--- src/rtl/mips_trace_buffer_pkg.sv ---
// Shared encodings and helpers for the MIPS trace capture buffer.
`timescale 1ns/1ps
package mips_trace_buffer_pkg;

  // Capture state as seen on oState
  typedef enum logic [1:0] {
    ST_IDLE = 2'd0,
    ST_PRE  = 2'd1,
    ST_POST = 2'd2,
    ST_DONE = 2'd3
  } state_e;

  // Trigger source selection as seen on iMode
  typedef enum logic [1:0] {
    TRIG_PC   = 2'd0,
    TRIG_EXT  = 2'd1,
    TRIG_ANY  = 2'd2,
    TRIG_FILL = 2'd3
  } mode_e;

  // Ceiling log2 for sizing pointers and indices (clog2(1) = 0)
  function automatic int unsigned clog2(input int unsigned v);
    int unsigned r;
    r = 0;
    for (int i = 0; i < 32; i++) begin
      if ((64'd1 << i) < 64'(v)) r = 32'(i + 1);
    end
    return r;
  endfunction

endpackage

--- src/rtl/mips_trace_buffer_trace_ram.sv ---
// Simple dual-port sample store: one full sample per row, registered
// single-channel read so the output can drive the readout port directly.
`timescale 1ns/1ps
module mips_trace_buffer_trace_ram
  import mips_trace_buffer_pkg::*;
#(
  parameter int unsigned DATA_W = 32,
  parameter int unsigned N_CH   = 2,
  parameter int unsigned DEPTH  = 16,
  localparam int unsigned AW    = clog2(DEPTH),
  localparam int unsigned CW    = (N_CH > 1) ? clog2(N_CH) : 1
)(
  input  logic                   i_clk,
  input  logic                   i_rst_n,
  input  logic                   i_wr_en,
  input  logic [AW-1:0]          i_wr_addr,
  input  logic [N_CH*DATA_W-1:0] i_wr_data,
  input  logic [AW-1:0]          i_rd_addr,
  input  logic [CW-1:0]          i_rd_ch,
  output logic [DATA_W-1:0]      o_rd_data
);

  logic [N_CH-1:0][DATA_W-1:0] r_mem [DEPTH];
  logic [DATA_W-1:0]           r_rd_data;

  // Sample write; array contents are deliberately not reset
  always_ff @(posedge i_clk) begin
    if (i_wr_en) r_mem[i_wr_addr] <= i_wr_data;
  end

  // Registered read of the selected channel lane
  always_ff @(posedge i_clk or negedge i_rst_n) begin
    if (!i_rst_n) r_rd_data <= '0;
    else          r_rd_data <= r_mem[i_rd_addr][i_rd_ch];
  end

  assign o_rd_data = r_rd_data;

endmodule

--- src/rtl/mips_trace_buffer.sv ---
// Circular trace capture for the MIPS core: samples N_CH debug words per
// commit strobe, triggers on PC match / external event / arm, and keeps a
// pre/post-trigger window for random-access readout.
`timescale 1ns/1ps
module mips_trace_buffer
  import mips_trace_buffer_pkg::*;
#(
  parameter int unsigned DATA_W    = 32,
  parameter int unsigned N_CH      = 2,
  parameter int unsigned DEPTH     = 16,
  parameter int unsigned POST_TRIG = 4,
  localparam int unsigned AW       = clog2(DEPTH),
  localparam int unsigned CW       = (N_CH > 1) ? clog2(N_CH) : 1,
  localparam int unsigned NW       = AW + 1
)(
  input  logic                   iCLK,
  input  logic                   iRST_n,
  input  logic                   iSample,
  input  logic [N_CH*DATA_W-1:0] iCh,
  input  logic                   iArm,
  input  logic [1:0]             iMode,
  input  logic [DATA_W-1:0]      iTrigPC,
  input  logic [DATA_W-1:0]      iTrigMask,
  input  logic                   iTrigExt,
  input  logic [AW-1:0]          iRdIdx,
  input  logic [CW-1:0]          iRdCh,
  output logic [DATA_W-1:0]      oRdData,
  output logic [1:0]             oState,
  output logic [NW-1:0]          oCount,
  output logic [AW-1:0]          oTrigIdx,
  output logic                   oDone
);

  state_e          r_state;
  state_e          w_state_nxt;
  logic [AW-1:0]   r_wr_ptr,  w_ptr_nxt;
  logic [NW-1:0]   r_count,   w_cnt_nxt;
  logic [NW-1:0]   r_post,    w_post_nxt;
  logic [AW-1:0]   r_trig_idx, w_trig_nxt;
  logic            r_done;
  logic            w_wr_en;
  mode_e           w_mode;
  logic            w_pc_hit;
  logic            w_trig;
  logic [NW-1:0]   w_cnt_inc;
  logic [AW-1:0]   w_done_idx;
  logic [AW-1:0]   w_oldest;
  logic [AW-1:0]   w_rd_addr;
  logic [DATA_W-1:0] w_rd_data;

  assign w_mode     = mode_e'(iMode);
  assign w_pc_hit   = ((iCh[DATA_W-1:0] ^ iTrigPC) & iTrigMask) == '0;
  assign w_cnt_inc  = (r_count == NW'(DEPTH)) ? r_count : r_count + NW'(1);
  // Trigger position once the window closes: last store minus the post window
  assign w_done_idx = AW'(w_cnt_inc - NW'(1) - NW'(POST_TRIG));
  // Once the buffer has wrapped, the oldest sample sits at the write pointer
  assign w_oldest   = (r_count == NW'(DEPTH)) ? r_wr_ptr : '0;
  assign w_rd_addr  = w_oldest + iRdIdx;

  // Trigger source decode for the current mode
  always_comb begin
    w_trig = 1'b0;
    case (w_mode)
      TRIG_PC:  w_trig = w_pc_hit;
      TRIG_EXT: w_trig = iTrigExt;
      TRIG_ANY: w_trig = w_pc_hit | iTrigExt;
      default:  w_trig = 1'b0;
    endcase
  end

  // State register
  always_ff @(posedge iCLK or negedge iRST_n) begin
    if (!iRST_n) r_state <= ST_IDLE;
    else         r_state <= w_state_nxt;
  end

  // Next-state, pointer and counter logic; arm wins over a same-cycle sample
  always_comb begin
    w_state_nxt = r_state;
    w_wr_en     = 1'b0;
    w_ptr_nxt   = r_wr_ptr;
    w_cnt_nxt   = r_count;
    w_post_nxt  = r_post;
    w_trig_nxt  = r_trig_idx;
    if (iArm) begin
      w_ptr_nxt  = '0;
      w_cnt_nxt  = '0;
      w_trig_nxt = '0;
      if (w_mode == TRIG_FILL) begin
        w_state_nxt = ST_POST;
        w_post_nxt  = NW'(DEPTH);
      end else begin
        w_state_nxt = ST_PRE;
        w_post_nxt  = '0;
      end
    end else if (iSample) begin
      case (r_state)
        ST_PRE: begin
          w_wr_en   = 1'b1;
          w_ptr_nxt = r_wr_ptr + AW'(1);
          w_cnt_nxt = w_cnt_inc;
          if (w_trig) begin
            if (POST_TRIG == 0) begin
              w_state_nxt = ST_DONE;
              w_trig_nxt  = w_done_idx;
            end else begin
              w_state_nxt = ST_POST;
              w_post_nxt  = NW'(POST_TRIG);
            end
          end
        end
        ST_POST: begin
          w_wr_en    = 1'b1;
          w_ptr_nxt  = r_wr_ptr + AW'(1);
          w_cnt_nxt  = w_cnt_inc;
          w_post_nxt = r_post - NW'(1);
          if (r_post == NW'(1)) begin
            w_state_nxt = ST_DONE;
            w_trig_nxt  = (w_mode == TRIG_FILL) ? '0 : w_done_idx;
          end
        end
        default: ;
      endcase
    end
  end

  // Pointer, counters and status registers
  always_ff @(posedge iCLK or negedge iRST_n) begin
    if (!iRST_n) begin
      r_wr_ptr   <= '0;
      r_count    <= '0;
      r_post     <= '0;
      r_trig_idx <= '0;
      r_done     <= 1'b0;
    end else begin
      r_wr_ptr   <= w_ptr_nxt;
      r_count    <= w_cnt_nxt;
      r_post     <= w_post_nxt;
      r_trig_idx <= w_trig_nxt;
      r_done     <= (w_state_nxt == ST_DONE);
    end
  end

  mips_trace_buffer_trace_ram #(
    .DATA_W (DATA_W),
    .N_CH   (N_CH),
    .DEPTH  (DEPTH)
  ) u_ram (
    .i_clk     (iCLK),
    .i_rst_n   (iRST_n),
    .i_wr_en   (w_wr_en),
    .i_wr_addr (r_wr_ptr),
    .i_wr_data (iCh),
    .i_rd_addr (w_rd_addr),
    .i_rd_ch   (iRdCh),
    .o_rd_data (w_rd_data)
  );

  assign oRdData  = w_rd_data;
  assign oState   = r_state;
  assign oCount   = r_count;
  assign oTrigIdx = r_trig_idx;
  assign oDone    = r_done;

endmodule

--- config.mk ---
export PLATFORM = sky130hd
export DESIGN_NAME = mips_trace_buffer
export DESIGN_NICKNAME = d
export VERILOG_FILES = /design/src/rtl/mips_trace_buffer_pkg.sv /design/src/rtl/mips_trace_buffer_trace_ram.sv /design/src/rtl/mips_trace_buffer.sv
export SDC_FILE = /design/constraint.sdc
export NUM_CORES = 1
export LEC_CHECK = 0
export ABC_CLOCK_PERIOD_IN_PS = 19800
export CAP_MARGIN = 20
export CORE_UTILIZATION = 35
export CTS_BUF_LIST = sky130_fd_sc_hd__clkbuf_16
export CTS_CLUSTER_SIZE = 10
export DETAILED_ROUTE_END_ITERATION = 10
export PLACE_DENSITY = 0.51
export SETUP_SLACK_MARGIN = 0.1
export SLEW_MARGIN = 10
export SYNTH_ARGS = -nofsm -noshare
export SYNTH_HDL_FRONTEND = slang
export SYNTH_HIERARCHICAL = 1
export SYNTH_SLANG_ARGS = --single-unit
--- constraint.sdc ---
create_clock -name iCLK -period 19.8 [get_ports iCLK]
set_clock_uncertainty 0.05 [all_clocks]
set_input_delay 1.98 -clock iCLK [delete_from_list [all_inputs] [get_ports iCLK]]
set_output_delay 1.98 -clock iCLK [all_outputs]
set_load 0.01 [all_outputs]
== Word-level counts from Yosys, hierarchy flattened ==
Memory sizes are Yosys's and may differ from the RTL's.
Cells that the tools add are included.
Widths: inputs -> output; s select.
Word-level totals
  memories: 1
  output and inout port bits: 44
  logic and storage cells: 70
  RAM bits: 1024
  bits of input ports: 140
  flip-flop bits (word level): 53
Memories
  u_ram.r_mem: words 16, width 64, read ports 1, clocked after memory_dff 0, write ports 1, line mips_trace_buffer_trace_ram.sv:23  | logic [N_CH-1:0][DATA_W-1:0] r_mem [DEPTH];
Cells by class
  bitwise gates (word level): 3
  add/sub/neg operators: 6
  muxes and demuxes: 32
  eq/ne operators: 9
  magnitude comparators: 1
  reduce and logical (&&, ||, !) cells: 11
Operator list (count)
  $mux 32: 2
  $mux 5: 8
  $mux 4: 9
  $and 32x32->32: 1
  $logic_not 32->1: 1
  $xor 32x32->32: 1
  $mux 2: 5
  $pmux 5 s2: 1
  $eq 2x2->1 const B: 4
  $reduce_bool 2->1: 4
  $reduce_and 3->1: 2
  $add 5x1->5 const B: 1
  $eq 5x1->1 const B: 1
  $eq 5x5->1 const B: 1
  $mux 1: 5
  $sub 5x1->5 const B: 1
  $add 4x1->4 const B: 1
  $add 4x4->4: 1
  $eq 2x1->1 const B: 2
  $pmux 2 s2: 1
  $sub 4x1->4 const B: 1
  $sub 4x3->4 const B: 1
  $ne 3x3->1 const B: 1
  $pmux 1 s3: 1
  6 further kinds: 6

== Depth between registers and ports, before layout ==
  depth after elaboration: 10
  mapped depth: 16
  depth with buffers taken out: 13

== By module ==
The synthesis kept the hierarchy.
By module, submodules not included
  mips_trace_buffer_trace_ram: times used 1, area each 40548.9 µm², cells each 2237, sequential area each 31550.3 µm²
  mips_trace_buffer: times used 1, area each 1854.3 µm², cells each 208, sequential area each 525.5 µm²

== Worst setup path before layout ==
OpenSTA, ideal clock, no wires.
  kind: in2reg
  start point: input port iArm
  end point: memory u_ram/r_mem[0][0] (netlist bit), enable pin
  buffers on the path: 1
  setup time: 565 ps
  data required time: 19185 ps
  stages on the path: 4
  data arrival time: 7216 ps
  setup slack: 11969 ps
  cells stage by stage: clkbuf_1 nor2_1 or3b_2 nor3_1
Between the ends
  word-level cells in the longest chain between the ends: 3
RTL lines
  start, declared: line mips_trace_buffer.sv:20  | input logic iArm,
  $mux 1: line mips_trace_buffer.sv:85  | if (iArm) begin
  via w_wr_en: line mips_trace_buffer.sv:41  | logic w_wr_en;
  $mux 1: line mips_trace_buffer_trace_ram.sv:28  | if (i_wr_en) r_mem[i_wr_addr] <= i_wr_data;
  $mux 1 (not written as such): line mips_trace_buffer_trace_ram.sv:28
  end, declared: line mips_trace_buffer_trace_ram.sv:23
The timed path passes the listed nets, and every way through them passes these cells.

== Worst setup path after layout ==
  start point: input port iRdIdx[0]
  end point: register u_ram.r_rd_data[14] (netlist: u_ram/o_rd_data[14])
Between the ends
  word-level cells in the longest chain between the ends: 4
RTL lines
  start, declared: line mips_trace_buffer.sv:25  | input logic [AW-1:0] iRdIdx,
  $add 4x4->4: line mips_trace_buffer.sv:58  | assign w_rd_addr = w_oldest + iRdIdx;
  via w_rd_addr[0]: line mips_trace_buffer.sv:48  | logic [AW-1:0] w_rd_addr;
  $mem_v2 16x64
  $mux 32 (not written as such) (2 in a row): line mips_trace_buffer_trace_ram.sv:34  | else r_rd_data <= r_mem[i_rd_addr][i_rd_ch];
  end signal, assigned: line mips_trace_buffer_trace_ram.sv:34
  end, declared: line mips_trace_buffer_trace_ram.sv:24  | logic [DATA_W-1:0] r_rd_data;
The timed path passes the listed nets, and every way through them passes these cells. The select of a mux whose other input is x is not followed.
A chain may end at the register's enable or synchronous reset.

==> results.tsv <==
stage	metric	value	unit
global_routing	antenna violations before repair	14	
logic_synthesis	synth warn	6	
clock_network	total CTS buffers	120	
floorplanning	die height	350	um
logic_synthesis	sequential element share of the synthesized area	0.756	
logic_synthesis	Synth Area per Inst	17.3	sq um
critical_path	Reg2Reg Capture Point	u_ram/o_rd_data[14]	
pwr	internal power	3.74	mW
pwr	P_leak	17.4	nW
drt	number of routed nets with antenna violations	0	
global_routing	vias in the first global route	23638	
pwr	Reg power frac	0.530	
critical_path	Arr. time, crit path	6.10	ns
logic_synthesis	asr flop ratio synth	0.0492	
logic_synthesis	synth top area cells	edfxtp_1 (73%), mux2i_1 (12%), dfrtp_1 (3.1%)	
clock_network	worst-skew pair later-pin latency	0.69	ns
critical_path	Worst Setup Start Kind	primary input	
floorplanning	# IOs	184	
finish	Nets	2820	
critical_path	Worst EP required	20.30	ns
sta	Final Hold Vio Count	0	
drt	vias per cell	5.20	
critical_path	Top delay family on crit path	buffers and inverters	
pwr	switching share of power	0.219	
critical_path	cells along the critical path	clkdlybuf4s50_1 -> ha_4 -> buf_4 -> buf_4 -> mux2i_1 -> a22o_1 -> nor3_1 -> a31oi_1 -> nand3_1	
critical_path	crit end category	register	
logic_synthesis	Yosys reg bits	1077	
floorplanning	Initial Util	0.353	
critical_path	R2R Setup Slk	14.61	ns
clock_network	maximum root-to-sink buffer count	3	
logic_synthesis	Synth top area share	0.725	
critical_path	Worst Path Buf+Inv	3	
sta	Final Critical Period	5.60	ns
sta	Max Clock Freq	0.179	GHz
finish	post-layout util	0.413	
critical_path	worst r2r src	oCount[0]	
drt	Post-Route WL	116000	um
critical_path	CP max stage cell	buf_4	
sta	Slew HR	0.147	
sta	worst slew pin tran	1.28	ns
pwr	Logic pwr share	0.062	
finish	fraction of layout cells with a size suffix above 1	0.0775	
sta	final count of negative-setup-slack endpoints	0	
pwr	total power	4.79	mW
critical_path	crit-path max FO	60	
floorplanning	# rows	127	
logic_synthesis	post-synth top area cell	edfxtp_1	
sta	Final Max Tran Viols	0	
sta	setup TNS	0	ns
floorplanning	Die W	350	um
global_routing	largest net degree at the start of global routing	131	
pwr	worst vdd ir	0.0634	mV
clock_network	CTS tree	yes	
drt	# DRC	0	
status	run status	finished, final reports clean	
hold_path	Hold Crit Start	oTrigIdx[0]	
global_routing	first-pass GRT wire length	165000	um
finish	fillers	10637	
hold_path	Hold EP	oTrigIdx[0]	
drt	DR iter-0 viols	1854	
pwr	Power Dens Cells	96.6	mW/mm^2
hold_path	Tightest Hold Check Type	register to register	
drt	via count	22752	
placed_design	port bufs	183	
placed_design	HPWL Detailed	58000	um
hold_path	Hold Crit Depth	2	
critical_path	WS Path Type	primary input to register	
placed_design	RD Place Congestion	0.760	
critical_path	worst r2r path cells	13	
global_routing	GRT Util Overall	0.188	
sta	setup ws final	14.20	ns
pwr	Clock Power Share	0.408	
logic_synthesis	synthesized net count	2597	
logic_synthesis	dominant synthesized flop cell	edfxtp_1	
floorplanning	Std-Cell Core Area	0.120	sq mm
critical_path	most used cell, CP	buf_4	
drt	First-pass DRT Iterations	5	
floorplanning	die area	0.123	sq mm
flow_run	maxcap violations	0	
placed_design	dpl ws	13.45	ns
global_routing	GRT overflow	0	
sta	RSZ-0062 raised after global routing	false	
clock_network	root buffer cell	clkbuf_16	
sta	WHS	0.480	ns
pwr	Psw	1.05	mW
sta	final period utilization	0.283	
clock_network	clk slew on worst S/H paths	0.06	ns
clock_network	post_cts resized	0	
finish	synthesis-to-layout area growth	16.9	%
logic_synthesis	Post-synth EDFFs	1024	
clock_network	hold buffers post-CTS	0	
logic_synthesis	distinct cell type count after synthesis	49	
clock_network	Setup Fix Bufs, Post-CTS	0	
clock_network	clk sink count	1077	
drt	Routed wire per std cell	26.4	um
critical_path	largest stage delay on the critical path	0.94	ns
logic_synthesis	Syn Inst Count	2445	
logic_synthesis	synthesized cell area	0.0424	sq mm
clock_network	H-tree depth	3	
-- worst register-to-register path, stage by stage, from the launching register on --
cell and delay (ns):
dfrtp_1 0.47, inv_1 0.14, ha_1 0.22, nor4bb_2 0.16
buf_4 0.19, and2_1 0.19, ha_4 0.87, buf_4 0.88
buf_4 0.99, mux2i_1 0.30, a22o_1 0.17, nor3_1 0.06
a31oi_1 0.24, nand3_1 0.12
-- placed cells by master (no fill, tap or decap), types with 3 or more instances in the layout --
cell	instances
diode_2	4
nand2b_1	4
dfrtp_1	53
o21ai_0	6
mux2i_1	513
clkbuf_16	121
clkdlybuf4s50_1	182
xnor2_1	8
a31oi_1	34
nor2_4	13
nor2b_1	3
a22o_1	66
edfxtp_1	1024
buf_12	5
xor2_1	37
a211oi_1	3
a22oi_1	108
nand3_1	102
nor2_1	16
nand3b_1	3
buf_4	46
inv_1	92
a21oi_1	107
nor3_1	36
o31ai_1	5
nand2_1	109
nand4_1	5
ha_1	10
nor3_2	4
inv_6	4
clkinv_1	5
-- layout make-up --
class                   instances  area (sq um)  share of cell area
flip-flops and latches       1077         32100               0.647
multi-input cells            1224          9680               0.195
clock buffers                 121          3030              0.0611
repair buffers                233          2270              0.0457
well taps                    1612          2020              0.0407
clock inverters                93           439             0.00886
inverters                      12          45.0            0.000909
diodes                          4          10.0            0.000202
-- worst max-delay path by stage --
stage	from	end	slack, ns	depth (start not counted)
after floorplan	iArm	u_ram/r_mem[0][0]	11.97	4
after global placement	iRdIdx[0]	u_ram/o_rd_data[25]	13.59	9
after detailed placement	iRdIdx[0]	u_ram/o_rd_data[14]	13.45	9
after CTS	iRdIdx[0]	u_ram/o_rd_data[14]	14.20	9
after global routing	iRdIdx[0]	u_ram/o_rd_data[15]	14.01	9
final	iRdIdx[0]	u_ram/o_rd_data[14]	14.20	9
-- sequential cells by signal (all words and copies together), names as in the netlist --
name / count
oTrigIdx: 4
u_ram/o_rd_data: 32
r_wr_ptr: 4
oCount: 5
oDone: 1
r_post: 5
u_ram/r_mem: 1024
oState: 2
-- kinds of logic after synthesis --
kind of cell | share of synthesized area
flops | 0.756
mux | 0.121
compound gates | 0.0551
simple gates | 0.0349
buf+inv | 0.0194
xor+xnor | 0.00929
fa+ha+maj | 0.00372
-- power groups by stage --
stage          sequential (mW)  combinational [mW]  clock [mW]
3_5_place_dp              2.58               0.302           0
5_1_grt                   2.54               0.323        2.09
3_3_place_gp              2.58               0.297           0
6_report                  2.53               0.298        1.95
2_1_floorplan             2.58               0.147           0
4_1_cts                   2.54               0.303        2.01
-- routing by layer --
layer	routed length [um]	up-vias	track usage
li1	-	10110	-
met1	52400	11903	0.259
met5	70	-	0
met4	2180	14	0.0447
met3	6720	157	0.0405
met2	54100	568	0.301
-- per-stage QoR --
step	area, sq um	std cells
final	49600	4376
after global routing	49600	4372
after CTS	49600	4372
after detailed placement	46100	4158
after global placement	46100	4158
after floorplan	42400	2445
-- cell usage after synthesis, types with 2 or more instances --
cell,number
clkbuf_4,2
a31oi_1,34
nand3_1,102
a211oi_1,3
nand2_1,110
clkbuf_1,46
buf_1,6
nor2_1,29
nand4_1,5
dfrtp_1,53
a22o_1,66
a221oi_2,2
nor3_1,40
mux2i_1,513
xnor2_1,8
a21oi_1,107
buf_4,34
a22oi_1,108
buf_6,15
ha_1,11
inv_1,12
buf_2,29
xor2_1,37
nand3b_1,3
nor2b_1,5
nor3b_1,2
o21ai_0,6
nand2b_1,6
edfxtp_1,1024
or2_2,2
o31ai_1,5
and2_1,3
No activity file was read; power rests on OpenSTA's default activity.
